`config.mk`:
```
export PLATFORM = sky130hd
export DESIGN_NAME = pc_exception_unit
export DESIGN_NICKNAME = d
export VERILOG_FILES = /design/src/rtl/pc_exc_pkg.sv /design/src/rtl/pc_branch_cond.sv /design/src/rtl/pc_exception_unit.sv
export SDC_FILE = /design/constraint.sdc
export NUM_CORES = 1
export LEC_CHECK = 0
export BUFFER_PORTS_ARGS = -buffer_cell sky130_fd_sc_hd__buf_2
export CAP_MARGIN = 5
export CELL_PAD_IN_SITES_DETAIL_PLACEMENT = 1
export CELL_PAD_IN_SITES_GLOBAL_PLACEMENT = 2
export CORE_MARGIN = 2
export CORE_UTILIZATION = 24
export CTS_CLUSTER_DIAMETER = 80
export DETAILED_ROUTE_END_ITERATION = 12
export PLACE_DENSITY = 0.86
export SLEW_MARGIN = 20
export SYNTH_ARGS = -nofsm -noshare
export SYNTH_HDL_FRONTEND = slang
export SYNTH_SLANG_ARGS = --single-unit
```
`constraint.sdc`:
```
create_clock -name clk -period 1.9 [get_ports clk]
set_input_delay 0.38 -clock clk [delete_from_list [all_inputs] [get_ports clk]]
set_output_delay 0.38 -clock clk [all_outputs]
set_load 0.02 [all_outputs]
```
`src/rtl/pc_exc_pkg.sv`:
```
// Shared types for the PC / exception unit: cause and branch encodings,
// sequencer states, default vector base and the vector address helper.
package pc_exc_pkg;

  localparam int unsigned XLEN  = 32;
  localparam int unsigned CNT_W = 3;

  localparam logic [7:0] VEC_BASE_DFLT = 8'd252;

  typedef enum logic [1:0] {
    CAUSE_RSVD   = 2'b00,
    CAUSE_INV_OP = 2'b01,
    CAUSE_OVF    = 2'b10,
    CAUSE_DIV0   = 2'b11
  } exc_cause_e;

  typedef enum logic [1:0] {
    BR_EQ = 2'b00,
    BR_NE = 2'b01,
    BR_LE = 2'b10,
    BR_GT = 2'b11
  } branch_type_e;

  typedef enum logic [1:0] {
    ST_IDLE = 2'b00,
    ST_RD   = 2'b01,
    ST_LOAD = 2'b10
  } exc_state_e;

  // Byte address of the vector entry for a cause, zero-extended to XLEN.
  function automatic logic [XLEN-1:0] vec_addr(input logic [7:0] base,
                                               input logic [1:0] cause);
    return {{(XLEN-8){1'b0}}, 8'(base + {6'b0, cause})};
  endfunction

endpackage

```
`src/rtl/pc_branch_cond.sv`:
```
// Combinational branch-condition decoder: maps branch type and ALU flags
// to a take/not-take decision.
module pc_branch_cond
  import pc_exc_pkg::*;
(
  input  logic [1:0] branch_type_i,
  input  logic       alu_zero_i,
  input  logic       alu_gt_i,
  output logic       take_branch_c_o
);

  always_comb begin
    take_branch_c_o = 1'b0;
    case (branch_type_e'(branch_type_i))
      BR_EQ:   take_branch_c_o = alu_zero_i;
      BR_NE:   take_branch_c_o = !alu_zero_i;
      BR_LE:   take_branch_c_o = alu_zero_i | !alu_gt_i;
      BR_GT:   take_branch_c_o = alu_gt_i;
      default: take_branch_c_o = 1'b0;
    endcase
  end

endmodule

```
`src/rtl/pc_exception_unit.sv`:
```
// Program counter, EPC and exception-entry sequencer (IDLE -> RD -> LOAD).
// Optional build macro PC_ALIGN_CHECK_EN turns misaligned PC commits into cause-00 exceptions.
module pc_exception_unit
  import pc_exc_pkg::*;
#(
  parameter logic [XLEN-1:0] RESET_PC = 32'h0000_0000,
  parameter int unsigned     MEM_LAT  = 1,
  parameter logic [7:0]      VEC_BASE = VEC_BASE_DFLT
) (
  input  logic            clk,
  input  logic            reset_n,
  input  logic            pc_write,
  input  logic            pc_write_cond,
  input  logic [1:0]      branch_type,
  input  logic            alu_zero,
  input  logic            alu_gt,
  input  logic [XLEN-1:0] pc_next,
  input  logic            exc_req,
  input  logic [1:0]      exc_cause,
  input  logic [XLEN-1:0] mem_rdata,
  output logic [XLEN-1:0] pc_out,
  output logic [XLEN-1:0] epc_out,
  output logic            exc_mem_rd,
  output logic [XLEN-1:0] exc_mem_addr,
  output logic            exc_busy,
  output logic            exc_done
);

  localparam logic [CNT_W-1:0] LAT_LAST = CNT_W'(MEM_LAT - 1);

  exc_state_e       state_q, state_d;
  logic [CNT_W-1:0] cnt_q, cnt_d;
  logic [XLEN-1:0]  pc_q, pc_d;
  logic [XLEN-1:0]  epc_q, epc_d;
  logic [XLEN-1:0]  addr_q, addr_d;
  logic             mem_rd_q, mem_rd_d;
  logic             busy_q, busy_d;
  logic             done_q, done_d;

  logic             take_branch_c;
  logic             commit_req_c;
  logic             exc_start_c;
  logic [1:0]       start_cause_c;

  // Only the low byte lane carries the handler address.
  logic             unused_rdata;
  assign unused_rdata = ^mem_rdata[XLEN-1:8];

  pc_branch_cond u_branch_cond (
    .branch_type_i   (branch_type),
    .alu_zero_i      (alu_zero),
    .alu_gt_i        (alu_gt),
    .take_branch_c_o (take_branch_c)
  );

  assign commit_req_c = pc_write | (pc_write_cond & take_branch_c);

  // Exception admission; requests are only seen in IDLE, so a busy sequence keeps its cause.
`ifdef PC_ALIGN_CHECK_EN
  logic misalign_c;
  assign misalign_c    = commit_req_c & (pc_next[1:0] != 2'b00);
  assign exc_start_c   = (state_q == ST_IDLE) & (exc_req | misalign_c);
  assign start_cause_c = exc_req ? exc_cause : 2'(CAUSE_RSVD);
`else
  assign exc_start_c   = (state_q == ST_IDLE) & exc_req & (exc_cause != 2'(CAUSE_RSVD));
  assign start_cause_c = exc_cause;
`endif

  // State register
  always_ff @(posedge clk or negedge reset_n) begin
    if (!reset_n) begin
      state_q <= ST_IDLE;
      cnt_q   <= '0;
    end else begin
      state_q <= state_d;
      cnt_q   <= cnt_d;
    end
  end

  // Next-state logic; RD holds for MEM_LAT cycles so LOAD sees valid read data.
  always_comb begin
    state_d = state_q;
    cnt_d   = cnt_q;
    case (state_q)
      ST_IDLE: begin
        cnt_d = '0;
        if (exc_start_c) state_d = ST_RD;
      end
      ST_RD: begin
        if (cnt_q == LAT_LAST) begin
          cnt_d   = '0;
          state_d = ST_LOAD;
        end else begin
          cnt_d = cnt_q + CNT_W'(1);
        end
      end
      ST_LOAD: state_d = ST_IDLE;
      default: state_d = ST_IDLE;
    endcase
  end

  // Output / datapath next values; an accepted exception discards any PC commit.
  always_comb begin
    pc_d     = pc_q;
    epc_d    = epc_q;
    addr_d   = addr_q;
    mem_rd_d = (state_d == ST_RD);
    busy_d   = (state_d != ST_IDLE);
    done_d   = (state_q == ST_LOAD);
    if (state_q == ST_LOAD) begin
      pc_d = {{(XLEN-8){1'b0}}, mem_rdata[7:0]};
    end else if (exc_start_c) begin
      epc_d  = pc_q - XLEN'(4);
      addr_d = vec_addr(VEC_BASE, start_cause_c);
    end else if ((state_q == ST_IDLE) && commit_req_c) begin
      pc_d = pc_next;
    end
  end

  always_ff @(posedge clk or negedge reset_n) begin
    if (!reset_n) begin
      pc_q     <= RESET_PC;
      epc_q    <= '0;
      addr_q   <= '0;
      mem_rd_q <= 1'b0;
      busy_q   <= 1'b0;
      done_q   <= 1'b0;
    end else begin
      pc_q     <= pc_d;
      epc_q    <= epc_d;
      addr_q   <= addr_d;
      mem_rd_q <= mem_rd_d;
      busy_q   <= busy_d;
      done_q   <= done_d;
    end
  end

  assign pc_out       = pc_q;
  assign epc_out      = epc_q;
  assign exc_mem_addr = addr_q;
  assign exc_mem_rd   = mem_rd_q;
  assign exc_busy     = busy_q;
  assign exc_done     = done_q;

endmodule

```
==> results of run 1 <==
[cells by family after synthesis]
group | synth area share
AO/OA/AOI/OAI | 0.0619
buffers and inverters | 0.104
AND/OR/NAND/NOR | 0.165
adder cells (fa/ha/maj) | 0.00982
flip-flops | 0.491
XOR/XNOR | 0.0550
multiplexers | 0.112
other | 0.000981
[critical path, cell delays in order, from the launching register on]
cell	delay [ns]
dfrtp_2	0.40
or4_4	0.55
nor4_4	0.13
buf_4	0.17
buf_4	0.17
nand4_1	0.14
xnor2_1	0.18
o21ai_1	0.09
[where the power goes]
group	internal, mW	switching (mW)	total (mW)
logic	1.18	1.71	2.89
registers	2.06	0.287	2.35
clock network	0.994	0.670	1.66
total	4.23	2.67	6.90
[path summary, 6_finish.rpt]
kind	slack (ns)	cells past startpoint	start	to
hold / removal	-0.009	1	reset_n	exc_busy
hold reg to reg	0.47	1	cnt_q[2]	state_q[1]
setup / recovery	-0.08	7	pc_out[22]	epc_out[27]
min in group clk	0.24	3	exc_cause[1]	exc_mem_addr[1]
max in group asynchronous	1.26	2	reset_n	pc_out[15]
setup reg to reg	-0.08	7	pc_out[22]	epc_out[27]
[synth_stat cells, types with 9 or more instances]
cell,instances,area share
dfrtp_1,75,0.49
nand2_1,72,0.071
inv_1,31,0.030
buf_4,29,0.057
mux2i_1,28,0.073
xnor2_1,24,0.055
o21ai_1,21,0.027
clkbuf_1,12,0.012
nor2_1,11,0.011
mux2_2,10,0.029
o21ai_0,9,0.012
[layer usage]
| layer | vias to the layer above | global-route usage | wire [um] |
|---|---|---|---|
| met1 | 1634 | 0.166 | 4950 |
| met3 | 14 | 0.0451 | 631 |
| met4 | 0 | 0.0487 | 170 |
| met2 | 92 | 0.251 | 6000 |
| met5 | - | 0 | 0 |
| li1 | 1599 | - | - |
[state kept, by name, indices dropped and copies added, names as in the netlist]
| name | flops |
|---|---|
| epc_out | 32 |
| pc_out | 32 |
| cnt_q | 3 |
| exc_mem_addr | 3 |
| state_q | 2 |
| exc_busy | 1 |
| exc_done | 1 |
| exc_mem_rd | 1 |
[final cells by class]
type / count / share of cell area
inverter: 31 / 0.0208
tap: 216 / 0.0484
timing repair buffer: 191 / 0.214
clock inverter: 1 / 0.00134
sequential: 75 / 0.338
clock buffer: 15 / 0.0498
multi-input combinational: 261 / 0.328
[per-stage QoR]
stage               setup slack, ns  cells  power, mW  TNS [ns]  hold WS [ns]
finish                      -0.0769    790       6.90    -0.474      -0.00943
global route                 -0.179    790       7.35     -2.32        0.0259
CTS                          -0.112    785       6.90    -0.895       0.00913
detailed placement           -0.160    763       5.12     -2.25         0.385
global placement             -0.140    763       5.01    -0.882         0.374
floorplan                    -0.173    412       3.89    -0.276        0.0844
[repair_timing]
item                                    in CTS  in global routing
endpoints found under the setup margin      19                 22
gates resized for setup                     17                 14
buffers inserted                             6                  5
pin swaps                                   12                 13
==> results_dict.tcl, run 1 <==
set metrics [dict create \
    grt_pass1_wl_mm 18.4 \
    hold_path_class "in -> async" \
    dieWidth_um 130 \
    dpl_cell_area_um2 5040 \
    arrival_ns 2.19 \
    filler_cell_count 1841 \
    multi_input_area_um2 1830 \
    drt-pass1-iter-count 4 \
    ys_seq_area_frac 0.491 \
    grt.overflow.total 0 \
    cts_hold_buf 0 \
    violations "hold timing, setup timing" \
    cts.sinks 75 \
    maxSlewHeadroom 0.626 \
    boundaryPins 174 \
    tightest_slew_ns 0.552 \
    vdd_ir_drop_max_v 0.000436 \
    crit_type "reg -> reg" \
    drt_iter0_drc 104 \
    area_growth_pct 46.1 \
    synth_edf_count 0 \
    min_period_ns 1.98 \
    stdcell_area_um2 5580 \
    rsz0062_at_grt "true" \
    synthCells 389 \
    cts_tree "yes" \
    portBuffers 125 \
    slew_viol_final 0 \
    syn-cell-area_um2 3820 \
    drv_cap 0 \
    wl_per_cell_um 14.9 \
    seqCellArea_um2 1890 \
    status "finished with violations" \
    cp.required_ns 2.12 \
    dieArea_um2 17000 \
    cts_max_path_buffers 2 \
    drcViolationCount 0 \
    hpwl_mm 8.99 \
    setup_ws_ns -0.0769 \
    hold_violations 1 \
    initial_core_util 0.243 \
    clock-root-buffer "clkbuf_16" \
    crit_path_end_kind "flop" \
    fmax_mhz 506 \
    drive_gt1_frac 0.444 \
    num_vias 3339 \
    rows 46 \
    fin_crit_sh 1.04 \
    cts.clk_slew.worst_paths_ns 0.06 \
    layout_commonest_cell "buf_2" \
    finalClockSkew_ns 0.00872 \
    p_leak_nw 2.83 \
    die_h_um 130 \
    synthArstFlopShare 1.00 \
    fin_nets 647 \
    antenna_found_initial 0 \
    drtAntennaViolNets 0 \
    grt_pass1_vias 3528 \
    coreArea_um2 15700 \
    syn_avg_cell_area_um2 9.83 \
    htreeDepth 3 \
    hold_slack_ns -0.00943 \
    ys.flop_type "dfrtp_1" \
    via_per_inst 4.23 \
    grt_max_degree 39 \
    clk-insertion-delay-late_ns 0.35 \
    groute.usage.overall 0.144 \
    gp_congestion 0.760 \
    ys_seq_elements 75 \
    cts_made_buffers 9 \
    final_cell_mix "buf_2, nand2_1, dfrtp_1, buf_4, inv_1" \
    setup_viol 11 \
    fin_util 0.355 \
    finalWirelength_mm 11.8 \
    ys_types 43 \
    critPathMaxFanout 6 \
    power.density_nw_per_um2 1240 \
    yosys_warnings 0 \
    diodes 0 \
    startpoint_type "flop" \
]
(Power assumes the default switching activity.)
==> run 2, diff against run 1 <==
--- a/config.mk
+++ b/config.mk
@@ -5,15 +5,16 @@
 export SDC_FILE = /design/constraint.sdc
 export NUM_CORES = 1
 export LEC_CHECK = 0
+export ABC_AREA = 1
 export BUFFER_PORTS_ARGS = -buffer_cell sky130_fd_sc_hd__buf_2
 export CAP_MARGIN = 5
 export CELL_PAD_IN_SITES_DETAIL_PLACEMENT = 1
 export CELL_PAD_IN_SITES_GLOBAL_PLACEMENT = 2
 export CORE_MARGIN = 2
-export CORE_UTILIZATION = 24
+export CORE_UTILIZATION = 23
 export CTS_CLUSTER_DIAMETER = 80
 export DETAILED_ROUTE_END_ITERATION = 12
-export PLACE_DENSITY = 0.86
+export PLACE_DENSITY = 0.87
 export SLEW_MARGIN = 20
 export SYNTH_ARGS = -nofsm -noshare
 export SYNTH_HDL_FRONTEND = slang
==> run 2 against run 1 <==
The run now ends clean. Cell count rose by 12%. Core utilization fell by 5.7 points. Routed wire length rose by 7.6%. Final area fell by 7.2%. Clock-buffer cell count fell by 5. Total power fell by 2.0%. Combinational power fell by 16%. Area after synthesis rose by 6.9%. Via count rose by 9.7%. First-iteration DRC count rose by 66%. Fmax rose by 18%. Critical path type unchanged.
==> results_dict.tcl, run 2 <==
set metrics [dict create \
    htreeDepth 3 \
    clockPowerShare 0.273 \
    crit_type "reg -> reg" \
    p_seq_frac 0.369 \
    layout_commonest_cell "nand2_1" \
    synthArstFlopShare 1.00 \
    slew_viol_final 0 \
    cts.sinks 75 \
    hold_path_class "in -> reg" \
    drive_gt1_frac 0.269 \
    p_int_mw 3.98 \
    die_h_um 137 \
    rsz0062_at_grt "false" \
    num_vias 3662 \
    min_period_ns 1.68 \
    startpoint_type "flop" \
    fin_crit_sh 0.883 \
    maxSlewHeadroom 0.622 \
    p_leak_nw 2.72 \
    switchingPower_mw 2.78 \
    initial_core_util 0.236 \
    slowest_stage "dfrtp_1" \
    netlist_top_cells_count "nand2_1, dfrtp_1, nor2_1" \
    ys_seq_area_frac 0.459 \
    slowest_delay_ns 0.42 \
    hpwl_mm 9.89 \
    final_cell_mix "nand2_1, buf_2, dfrtp_1, nor2_1, nand3_1" \
    portBuffers 125 \
    status "complete, no violations" \
    area_growth_pct 26.8 \
    cts_tree "yes" \
    cts_made_buffers 9 \
    cts_max_path_buffers 2 \
    setup_viol 0 \
    switching_share 0.411 \
    synth_edf_count 0 \
    drv_cap 0 \
    ys_types 27 \
    p_comb_frac 0.358 \
    fmax_mhz 596 \
    synthCells 529 \
    post-synth-top-area-fraction 0.459 \
    arrival_ns 1.90 \
    crit_chain "inv_2 -> nand3_2 -> nor2_2 -> buf_4 -> nor2_4 -> nand2_4 -> buf_12 -> nand2_1 -> o21ai_0" \
    boundaryPins 174 \
    ys.flop_type "dfrtp_1" \
    syn-cell-area_um2 4090 \
    crit_path_end_kind "flop" \
    diodes 0 \
    ys_seq_elements 75 \
    grt_max_degree 53 \
    filler_cell_count 2141 \
    critPathMaxFanout 31 \
    drtAntennaViolNets 0 \
    groute.usage.overall 0.142 \
    hold_violations 0 \
    dieArea_um2 18900 \
    yosys-top-cells-area "dfrtp_1, nand2_1, buf_4" \
    finalWirelength_mm 12.6 \
    grt_pass1_wl_mm 20.4 \
    hold_slack_ns 0.295 \
    grt.overflow.total 0 \
    finalClockSkew_ns 0.00696 \
    power.density_nw_per_um2 1300 \
    yosysTopAreaCell "dfrtp_1" \
    grt_pass1_vias 3792 \
    cp.required_ns 2.12 \
    postCtsSetupBuffers 0 \
    clock-root-buffer "clkbuf_16" \
    rows 48 \
    wl_per_cell_um 14.3 \
    cts.clk_slew.worst_paths_ns 0.06 \
    tightest_slew_ns 0.566 \
    post-synth-top-count-cell "nand2_1" \
    antenna_found_initial 0 \
    fin_nets 731 \
    coreArea_um2 17400 \
    syn_avg_cell_area_um2 7.73 \
    vdd_ir_drop_max_v 0.000405 \
    tns_ns 0 \
    clk-insertion-delay-late_ns 0.34 \
    drt-pass1-iter-count 4 \
    gp_congestion 0.813 \
    via_per_inst 4.15 \
    drcViolationCount 0 \
    drt_iter0_drc 173 \
    yosys_warnings 0 \
    dieWidth_um 137 \
]
## run 2: cell types whose count changed in the layout (fill, tap and decap cells not counted), sizes merged, moves of 7 or more
cell   previous run  this run
mux2i            28         0
nand2            72       212
buf             191       134
o21ai            30        44
mux2             13         0
xnor2            24         8
nor2             11        61
xor2              0         7
nand3             7        32
## run 2: timing repair
item                                    in CTS  in global routing
hold buffers                                 1                  0
gates resized for setup                      0                  3
endpoints found under the setup margin       0                  2
hold endpoints to repair                    19                  0
## run 2: per-layer routing
layer	vias up	wire, um	GRT usage
met5	-	0	0
met4	0	201	0.0533
met3	13	542	0.0239
met2	77	5760	0.219
met1	1715	6130	0.200
li1	1857	-	-
## run 2: power groups by stage
stage	Sequential, mW	Combinational, mW	Clock [mW]
final	2.49	2.42	1.85
after floorplan	2.94	1.09	0
after global routing	2.57	2.72	1.98
after detailed placement	2.53	2.45	0
after global placement	2.51	2.42	0
after CTS	2.51	2.46	1.92
## run 2: critical path, delay by kind of cell (launching register included)
family / cells / cell delay, ns
AND/OR/NAND/NOR: 5 / 0.59
buffers and inverters: 3 / 0.45
flip-flops: 1 / 0.42
AO/OA/AOI/OAI: 1 / 0.08
## run 2: cell type report
cell class | count | area (um^2) | area share
Clock inverter | 6 | 88.8 | 0.0171
Tap cell | 225 | 282 | 0.0543
Multi-Input combinational cell | 405 | 1860 | 0.359
Sequential cell | 75 | 1880 | 0.362
Timing Repair Buffer | 135 | 743 | 0.143
Inverter | 27 | 104 | 0.0200
Clock buffer | 10 | 229 | 0.0442
## run 2: metrics by stage
stage	util	total power, mW	std cells	cell area [um^2]	worst slack [ns]
floorplan	-	4.02	552	4170	0.336
global placement	0.279	4.93	866	4850	0.0623
detailed placement	0.279	4.98	866	4850	0.0436
CTS	0.298	6.89	883	5170	0.152
global route	0.299	7.27	883	5180	0.0254
finish	0.299	6.76	883	5180	0.222
## run 2: final timing paths
path | start | to | slack, ns | cells after the start
max | state_q[1] | pc_out[18] | 0.22 | 9
min | pc_next[31] | pc_out[31] | 0.30 | 3
max reg2reg | state_q[1] | pc_out[18] | 0.22 | 9
min reg2reg | epc_out[25] | epc_out[25] | 0.47 | 2
max in group asynchronous | reset_n | epc_out[22] | 0.83 | 3
min in group asynchronous | reset_n | exc_done | 0.47 | 2
## run 2: logic make-up (layout without fill, tap and decap cells)
kind of cell,count (synthesis),in the layout,share of synthesized area
compound gates,50,50,0.0774
xor+xnor,15,15,0.0321
fa+ha+maj,3,3,0.00918
buf+inv,72,178,0.108
flops,75,75,0.459
other cells,1,24,0.000917
simple gates,313,313,0.313
==> run 3, diff against run 2 <==
--- a/config.mk
+++ b/config.mk
@@ -8,7 +8,7 @@
 export ABC_AREA = 1
 export BUFFER_PORTS_ARGS = -buffer_cell sky130_fd_sc_hd__buf_2
 export CAP_MARGIN = 5
-export CELL_PAD_IN_SITES_DETAIL_PLACEMENT = 1
+export CELL_PAD_IN_SITES_DETAIL_PLACEMENT = 2
 export CELL_PAD_IN_SITES_GLOBAL_PLACEMENT = 2
 export CORE_MARGIN = 2
 export CORE_UTILIZATION = 23
==> run 3 against run 2 <==
Sequential power about the same. Non-clock buffer count did not move. Cell count did not move. Core utilization increased by 0.051 points. Sequential share of layout area decreased by 0.061 points. Combinational power rose by 2%. Worst setup slack got worse by 0.0087 ns. Die area did not move. Clock power hardly changed. First-iteration DRC count shrank 34%. Critical path depth down 2. Final area is 0.17% higher. Critical path type unchanged.
==> results_dict.tcl, run 3 (synthesis results as in run 2) <==
set metrics [dict create \
    status "complete, no violations" \
    boundaryPins 174 \
    dpl_cell_area_um2 4850 \
    hold_violations 0 \
    final_cell_mix "nand2_1, buf_2, dfrtp_1, nor2_1, nand3_1" \
    critPathMaxFanout 8 \
    power_mw 6.87 \
    min_period_ns 1.69 \
    power.density_nw_per_um2 1320 \
    wl_per_cell_um 15.9 \
    whs_endpoint "pc_out[15]" \
    initial_core_util 0.236 \
    fin_nets 731 \
    vdd_ir_drop_max_v 0.000434 \
    setup_viol 0 \
    cts.sinks 75 \
    drtAntennaViolNets 0 \
    cts_max_path_buffers 2 \
    drcViolationCount 0 \
    clk-insertion-delay-late_ns 0.34 \
    arrival_ns 1.92 \
    drv_cap 0 \
    dieArea_um2 18900 \
    hpwl_mm 11.1 \
    startpoint_type "flop" \
    hold_slack_ns 0.295 \
    clockPowerShare 0.274 \
    cts.clk_slew.worst_paths_ns 0.06 \
    slew_viol_final 0 \
    groute.usage.overall 0.157 \
    reg2reg_from "pc_out[2]" \
    p_int_mw 3.99 \
    portBuffers 125 \
    drive_gt1_frac 0.271 \
    diodes 0 \
    maxSlewHeadroom 0.452 \
    rsz0062_at_grt "false" \
    layout_commonest_cell "nand2_1" \
    finalClockSkew_ns 0.0101 \
    r2r_cells 7 \
    dieWidth_um 137 \
    fmax_mhz 593 \
    grt_pass1_vias 4144 \
    place_ws_ns 0.0386 \
    grt_pass1_wl_mm 22.7 \
    switchingPower_mw 2.88 \
    clock-root-buffer "clkbuf_16" \
    min-delay-start "pc_next[15]" \
    crit_path_end_kind "flop" \
    p_seq_frac 0.365 \
    cts_tree "yes" \
    stdcell_area_um2 5190 \
    fin_crit_sh 0.888 \
    rows 48 \
    p_comb_frac 0.361 \
    min_path_cells 3 \
    gp_congestion 0.813 \
    grt.overflow.total 0 \
    antenna_found_initial 0 \
    cp.required_ns 2.13 \
    coreArea_um2 17400 \
    timing.rr.end "epc_out[20]" \
    die_h_um 137 \
    switching_share 0.419 \
    p_leak_nw 2.72 \
    cts_made_buffers 9 \
    postCtsSetupBuffers 0 \
    filler_cell_count 2055 \
    finalWirelength_mm 14.1 \
    drt_iter0_drc 114 \
    drt-pass1-iter-count 4 \
    tns_ns 0 \
    grt_max_degree 53 \
    crit_type "reg -> reg" \
    r2r_setup_slack_ns 0.21 \
    num_vias 3807 \
    hold_path_class "in -> reg" \
    htreeDepth 3 \
    tightest_slew_ns 0.821 \
    via_per_inst 4.31 \
    area_growth_pct 27.0 \
    setup_ws_ns 0.213 \
]
## run 3: changes by cell type in the layout (fill, tap and decap cells not counted)
cell / previous run / this run
clkbuf_1: 1 / 0
inv_4: 1 / 0
nor2_2: 4 / 3
clkinv_4: 0 / 1
nor2_4: 2 / 3
inv_2: 2 / 3
clkinvlp_4: 2 / 1
inv_6: 1 / 2
## run 3: what timing repair did
item,CTS,global route
resized for setup,0,2
hold buffers,1,0
setup endpoints to repair,0,3
endpoints found under the hold margin,19,0
## run 3: worst max-delay path by stage
| stage | startpoint | slack, ns | to |
|---|---|---|---|
| after floorplan | pc_out[2] | 0.34 | epc_out[30] |
| after global placement | exc_cause[1] | 0.06 | state_q[0] |
| after detailed placement | exc_cause[1] | 0.04 | pc_out[11] |
| after CTS | state_q[1] | 0.14 | pc_out[11] |
| after global routing | state_q[1] | 0.03 | epc_out[3] |
| final | pc_out[2] | 0.21 | epc_out[20] |
## run 3: area by class of cell
type	count	area (um^2)	share of cell area
clock buffers	9	225	0.0434
clock inverters	7	98.8	0.0190
repair buffers	135	743	0.143
multi-input cells	405	1860	0.359
inverters	27	101	0.0195
flip-flops and latches	75	1880	0.362
well taps	225	282	0.0542
## run 3: routing by layer
layer  wire, um  track usage  up-vias
li1           -            -     1862
met1       6560        0.210     1844
met2       6780        0.261       87
met3        523       0.0228       14
met4        201       0.0533        0
met5          0            0        -
## run 3: worst max-delay path, cell delays in order (launching register included)
cell and delay, ns:
dfrtp_1 0.38, inv_1 0.11, ha_1 0.22, nand3_1 0.20, nor3_4 0.35, nand3_1 0.15, nand3_1 0.11, nand2_1 0.05
## run 3: power groups by stage
stage               clock network (mW)  registers [mW]  logic (mW)
floorplan                            0            2.94        1.09
global placement                     0            2.51        2.42
detailed placement                   0            2.55        2.50
CTS                               1.94            2.53        2.52
global route                      1.99            2.60        2.77
finish                            1.88            2.51        2.48
## run 3: stage by stage
step / instances / util
after floorplan: 552 / -
after global placement: 866 / 0.279
after detailed placement: 866 / 0.279
after CTS: 883 / 0.299
after global routing: 883 / 0.299
final: 883 / 0.299
